<file path="config.mk">
export PLATFORM = sky130hd
export DESIGN_NAME = avalon_mm_pipe_bridge
export DESIGN_NICKNAME = d
export VERILOG_FILES = /design/src/rtl/avalon_mm_pipe_bridge.sv
export SDC_FILE = /design/constraint.sdc
export NUM_CORES = 1
export LEC_CHECK = 0
export ABC_AREA = 1
export BUFFER_PORTS_ARGS = -buffer_cell sky130_fd_sc_hd__buf_4
export CAP_MARGIN = 20
export CORE_UTILIZATION = 44
export DETAILED_ROUTE_END_ITERATION = 16
export MAX_ROUTING_LAYER = met4
export PLACE_DENSITY_LB_ADDON = 0.25
export RECOVER_POWER = 50
export SYNTH_ARGS = -nofsm -noshare
export SYNTH_HDL_FRONTEND = slang
export SYNTH_SLANG_ARGS = --single-unit
</file>
<file path="constraint.sdc">
create_clock -name clk_clk -period 4.45 [get_ports clk_clk]
set_clock_uncertainty 0.15 [all_clocks]
set_input_delay 0.2225 -clock clk_clk [delete_from_list [all_inputs] [get_ports clk_clk]]
set_output_delay 0.2225 -clock clk_clk [all_outputs]
set_load 0.02 [all_outputs]
</file>
<file path="src/rtl/avalon_mm_pipe_bridge.sv">
// Avalon-MM pipeline bridge: 2-entry registered command FIFO, 1-stage response register,
// pending-read limiter. Define AVMM_BRIDGE_TIMEOUT_EN to enable the read-response timeout.
module avalon_mm_pipe_bridge #(
  parameter int DATA_W      = 32,
  parameter int ADDR_W      = 28,
  parameter int BURST_W     = 1,
  parameter int MAX_PENDING = 8,
  parameter int TIMEOUT     = 1024
) (
  input  logic                               clk_clk,
  input  logic                               reset_reset_n,
  output logic                               s_waitrequest,
  output logic [DATA_W-1:0]                  s_readdata,
  output logic                               s_readdatavalid,
  input  logic [BURST_W-1:0]                 s_burstcount,
  input  logic [DATA_W-1:0]                  s_writedata,
  input  logic [ADDR_W-1:0]                  s_address,
  input  logic                               s_write,
  input  logic                               s_read,
  input  logic [DATA_W/8-1:0]                s_byteenable,
  input  logic                               s_debugaccess,
  input  logic                               m_waitrequest,
  input  logic [DATA_W-1:0]                  m_readdata,
  input  logic                               m_readdatavalid,
  output logic [BURST_W-1:0]                 m_burstcount,
  output logic [DATA_W-1:0]                  m_writedata,
  output logic [ADDR_W-1:0]                  m_address,
  output logic                               m_write,
  output logic                               m_read,
  output logic [DATA_W/8-1:0]                m_byteenable,
  output logic                               m_debugaccess,
  output logic [$clog2(MAX_PENDING+1)-1:0]   pend_cnt,
  output logic                               rsp_err
);

  localparam int BE_W = DATA_W / 8;
  localparam int MAXB = 1 << (BURST_W - 1);
  localparam int PW   = $clog2(MAX_PENDING + 1);
  localparam logic [PW-1:0] PEND_LIMIT = PW'(MAX_PENDING - MAXB);

  typedef struct packed {
    logic [ADDR_W-1:0]  addr;
    logic [BURST_W-1:0] bc;
    logic [DATA_W-1:0]  wdata;
    logic [BE_W-1:0]    be;
    logic               dbg;
    logic               rd;
    logic               wr;
  } cmd_t;

  function automatic logic [BURST_W-1:0] eff_burst(input logic [BURST_W-1:0] bc);
    return (bc == '0) ? BURST_W'(1) : bc;
  endfunction

  // Counter never wraps below zero: a stray response at zero leaves it at zero.
  function automatic logic [PW-1:0] pend_update(input logic [PW-1:0] cur,
                                                 input logic inc_en,
                                                 input logic [BURST_W-1:0] bc,
                                                 input logic dec_en);
    logic [PW-1:0] v;
    v = cur + (inc_en ? PW'(bc) : '0);
    if (dec_en && (cur != '0))
      v = v - PW'(1);
    return v;
  endfunction

  cmd_t           fifo_mem [2];
  logic [1:0]     fifo_cnt;
  logic           wr_ptr;
  logic           rd_ptr;
  logic [PW-1:0]  pend_q;
  logic           wait_q;
  logic           rvld_p1;
  logic [DATA_W-1:0] rdata_p1;

  logic           accept;
  logic           accept_rd;
  logic           head_vld;
  logic           pop;
  cmd_t           head;
  cmd_t           push_cmd;
  logic [1:0]     cnt_next;
  logic [PW-1:0]  pend_next;
  logic           fire;
  logic           drop;
  logic [DATA_W-1:0] rsp_data;

  // Stage p0: slave-side accept
  assign accept    = (s_read | s_write) & ~wait_q;
  assign accept_rd = accept & s_read;

  always_comb begin
    push_cmd       = '0;
    push_cmd.addr  = s_address;
    push_cmd.bc    = eff_burst(s_burstcount);
    push_cmd.wdata = s_writedata;
    push_cmd.be    = s_byteenable;
    push_cmd.dbg   = s_debugaccess;
    push_cmd.rd    = s_read;
    push_cmd.wr    = s_write & ~s_read;
  end

  // Stage p1: FIFO head drives the fabric
  assign head_vld = (fifo_cnt != 2'd0);
  assign head     = fifo_mem[rd_ptr];
  assign pop      = head_vld & ~m_waitrequest;
  assign cnt_next = fifo_cnt + {1'b0, accept} - {1'b0, pop};

  assign m_read        = head_vld & head.rd;
  assign m_write       = head_vld & head.wr;
  assign m_address     = head_vld ? head.addr  : '0;
  assign m_burstcount  = head_vld ? head.bc    : '0;
  assign m_writedata   = head_vld ? head.wdata : '0;
  assign m_byteenable  = head_vld ? head.be    : '0;
  assign m_debugaccess = head_vld & head.dbg;

  assign pend_next = pend_update(pend_q, accept_rd, push_cmd.bc, m_readdatavalid | fire);

  always_ff @(posedge clk_clk) begin
    if (accept)
      fifo_mem[wr_ptr] <= push_cmd;
  end

`ifdef AVMM_BRIDGE_TIMEOUT_EN
  localparam int TW = $clog2(TIMEOUT + 1);
  localparam logic [31:0] TIMEOUT_PAT = 32'hDEADBEEF;

  function automatic logic [DATA_W-1:0] timeout_word();
    logic [DATA_W-1:0] r;
    for (int i = 0; i < DATA_W; i++)
      r[i] = TIMEOUT_PAT[i % 32];
    return r;
  endfunction

  logic [TW-1:0] timer;
  logic          err_q;

  assign fire     = (pend_q != '0) & ~m_readdatavalid & (timer == TW'(TIMEOUT - 1));
  assign drop     = err_q & (pend_q == '0);
  assign rsp_data = fire ? timeout_word() : m_readdata;
  assign rsp_err  = err_q;

  always_ff @(posedge clk_clk or negedge reset_reset_n) begin
    if (!reset_reset_n) begin
      timer <= '0;
      err_q <= 1'b0;
    end else begin
      if (m_readdatavalid || (pend_q == '0) || fire)
        timer <= '0;
      else
        timer <= timer + TW'(1);
      if (fire)
        err_q <= 1'b1;
    end
  end
`else
  logic unused_timeout;
  assign unused_timeout = (TIMEOUT > 0);
  assign fire     = 1'b0;
  assign drop     = 1'b0;
  assign rsp_data = m_readdata;
  assign rsp_err  = 1'b0;
`endif

  // Stage p1: registered control and response
  always_ff @(posedge clk_clk or negedge reset_reset_n) begin
    if (!reset_reset_n) begin
      fifo_cnt <= 2'd0;
      wr_ptr   <= 1'b0;
      rd_ptr   <= 1'b0;
      pend_q   <= '0;
      wait_q   <= 1'b1;
      rvld_p1  <= 1'b0;
      rdata_p1 <= '0;
    end else begin
      fifo_cnt <= cnt_next;
      if (accept)
        wr_ptr <= ~wr_ptr;
      if (pop)
        rd_ptr <= ~rd_ptr;
      pend_q   <= pend_next;
      wait_q   <= (cnt_next == 2'd2) | (pend_next > PEND_LIMIT);
      rvld_p1  <= (m_readdatavalid & ~drop) | fire;
      rdata_p1 <= rsp_data;
    end
  end

  assign s_waitrequest   = wait_q;
  assign s_readdatavalid = rvld_p1;
  assign s_readdata      = rdata_p1;
  assign pend_cnt        = pend_q;

endmodule

</file>
==> flow_summary_export.csv <==
group,metric,value,unit
status,status,"finished with violations",
status,failed_checks,"max-capacitance violations, max-slew violations",
floorplanning,io_pins,211,
route,firstDrtPassIters,4,
synth,synth_seq_cells,176,
timing,setup_ws,1.90,ns
clock_network,ctsHtreeMaxLevel,4,
route,vias_per_cell,4.79,
clock_network,path_clk_slew,0.06,ns
timing,rsz0062_at_grt,"false",
critical_path,cp-startpoint,"reset_reset_n",
timing,maxSlewHeadroom,-0.448,
clock_network,cts_root_buffer,"clkbuf_16",
finish,fill_cells,1030,
synth,syn_nets,576,
critical_path,crit-reg2reg-launch,"s_waitrequest",
power_and_ir_drop,p_leak,0.00397,uW
timing,timing.fmax,392,MHz
finish,nNetsFinal,886,
grt,antenna_found_initial,1,
synth,synth_cell_types,22,
route,vias,4648,
power_and_ir_drop,p_total,6250,uW
grt,gr-total-overflow,0,
critical_path,crit_buf_inv,2,
critical_path,crit_chain,"dlygate4sd3_1 > clkbuf_1",
critical_path,r2r_slack,2.22,ns
synth,syn-cell-area,0.00641,sq mm
floorplanning,die_w,123,um
critical_path,critPathMaxFanout,42,
critical_path,rr_worst_depth,4,
clock_network,clock_tree.buffer_depth,2,
clock_network,clock-sinks,176,
power_and_ir_drop,ir_drop,0.335,mV
timing,hold_viol,0,
route,drt-total-wl,15200,um
clock_network,post_cts_resized,0,
timing,setup_viol,0,
synth,synth-warning-count,0,
clock_network,tritoncts,"built",
synth,synthCells,467,
floorplanning,die_area,0.0151,sq mm
timing,period_needed,2.55,ns
critical_path,cp.required,4.22,ns
critical_path,critPathKind,"in2async",
finish,areaGrowthSynthToFinish,49.0,%
critical_path,cp-end-kind,"asynchronous set/reset pin",
critical_path,path_depth,2,
route,post-route-drc-count,0,
timing,tns,0,ns
critical_path,critPathSlowestCell,"clkbuf_1",
clock_network,post-cts-setup-buffers,0,
synth,synth_seq_area_share,0.791,
grt,grt_pass1_wl,23300,um
grt,grt_pass1_vias,4815,
placement,dp.final_hpwl,8670,um
clock_network,clock_latency,0.41,ns
critical_path,worst_ep_arrival_time,2.31,ns
floorplanning,die_h,123,um
job,maxCapViolCount,1,
critical_path,rr_endpoint,"fifo_mem[0][10]",
grt,grtUsageTotal,0.216,
finish,drive_gt1_frac,0.276,
floorplanning,start_util,0.457,
route,drt_first_iter_violations,248,
floorplanning,rows,43,
route,ant_nets,0,
timing,tightest_slew,2.17,ns
critical_path,cp_top_family,"buffers and inverters",
hold_path,hp-class,"in2reg",
placement,dp_slack,2.21,ns
placement,portBuffers,208,
timing,slew_viol_final,43,
critical_path,slowest_delay,1.55,ns
clock_network,cts_buffers,17,
floorplanning,coreArea,0.0140,sq mm
critical_path,cp-endpoint,"rd_ptr",
route,wl_per_cell,15.6,um
synth,synth.avg_cell_area,13.7,sq um
grt,grt_max_degree,69,
timing,fin_crit_sh,0.573,
power_and_ir_drop,powerDensity,654,mW/mm^2
placement,gp_congestion,0.807,
clock_network,ctsHoldBuffers,101,
critical_path,start_kind,"input pin",
==> kinds of logic after synthesis <==
kind of cell,after synthesis,synth area share
DFF,176,0.791
and+or+nand+nor,172,0.104
AOI/OAI and AO/OA,68,0.0531
buffers and inverters,42,0.0371
adders and majority gates,5,0.00975
xor gates and xnor gates,3,0.00410
other,1,0.000585
==> state kept, by name (all words and copies together) (netlist names) <==
signal           flops
fifo_cnt             2
fifo_mem           134
pend_cnt             4
rd_ptr               1
s_readdata          32
s_readdatavalid      1
s_waitrequest        1
wr_ptr               1
==> power breakdown <==
| part | switching [uW] | leakage [uW] | internal (uW) |
|---|---|---|---|
| clock | 600 | 0.000286 | 794 |
| combinational | 1610 | 0.00195 | 930 |
| sequential | 115 | 0.00173 | 2200 |
| total | 2330 | 0.00397 | 3920 |
==> metrics by stage <==
step | hold slack (ns) | cells | cell area, sq um | utilization
after floorplan | -0.223 | 467 | 6410 | -
after global placement | 0.0658 | 837 | 8100 | 0.577
after detailed placement | 0.0743 | 837 | 8100 | 0.577
after CTS | 0.00617 | 970 | 9680 | 0.689
after global routing | 0.0509 | 971 | 9560 | 0.681
final | 0.0346 | 971 | 9560 | 0.681
==> final cells by class <==
| class | count | area [sq um] | area share |
|---|---|---|---|
| Sequential cell | 176 | 5080 | 0.531 |
| Timing Repair Buffer | 314 | 2490 | 0.261 |
| Multi-Input combinational cell | 249 | 1120 | 0.117 |
| Clock buffer | 21 | 492 | 0.0515 |
| Tap cell | 180 | 225 | 0.0236 |
| Clock inverter | 11 | 76.3 | 0.00799 |
| Inverter | 19 | 72.6 | 0.00759 |
| Antenna cell | 1 | 2.50 | 0.000262 |
==> cell usage after synthesis <==
cell type | n | area share
edfxtp_1 | 134 | 0.63
buf_4 | 3 | 0.0035
dfstp_2 | 1 | 0.0041
nand2_1 | 150 | 0.088
nand3b_1 | 1 | 0.0012
nand3_1 | 4 | 0.0031
a21oi_1 | 67 | 0.052
nor2_4 | 1 | 0.0018
clkinv_2 | 1 | 0.00078
nand2_2 | 1 | 0.00098
nor2_1 | 13 | 0.0076
buf_6 | 7 | 0.012
ha_1 | 5 | 0.0098
dfrtp_1 | 41 | 0.16
o21ai_0 | 1 | 0.00078
buf_1 | 1 | 0.00058
inv_1 | 18 | 0.011
xor2_1 | 3 | 0.0041
nor3_1 | 1 | 0.00078
nand4_1 | 1 | 0.00098
conb_1 | 1 | 0.00058
buf_2 | 12 | 0.0094
==> layer usage <==
layer	share of wire	routed length, um	GRT usage	vias to the layer above
met2	0.52	7820	0.368	188
met3	0.080	1210	0.0692	12
met1	0.39	5990	0.241	2224
met5	0	0	-	-
met4	0.010	156	0.0678	0
li1	-	-	-	2224
==> layout by cell type (no fill, tap or decap), types with 5 or more instances in the layout <==
cell           count
dfrtp_1           40
buf_4             92
dlygate4sd3_1    101
ha_1               5
nand2_1          150
clkbuf_16         18
clkbuf_1          34
edfxtp_1         134
a21oi_1           67
clkbuf_4          86
inv_1             18
nor2_1            11
==> worst min-delay path by stage <==
stage / startpoint / end / slack [ns] / cells past startpoint
2_1_floorplan: reset_reset_n / fifo_cnt[0] / -0.22 / 0
3_3_place_gp: reset_reset_n / s_readdata[15] / 0.07 / 1
3_5_place_dp: reset_reset_n / s_readdata[31] / 0.07 / 1
4_1_cts: s_write / fifo_mem[0][0] / 0.006 / 3
5_1_grt: s_write / fifo_mem[0][0] / 0.05 / 3
6_report: s_write / fifo_mem[0][0] / 0.03 / 3
No activity file was read; power rests on OpenSTA's default activity.
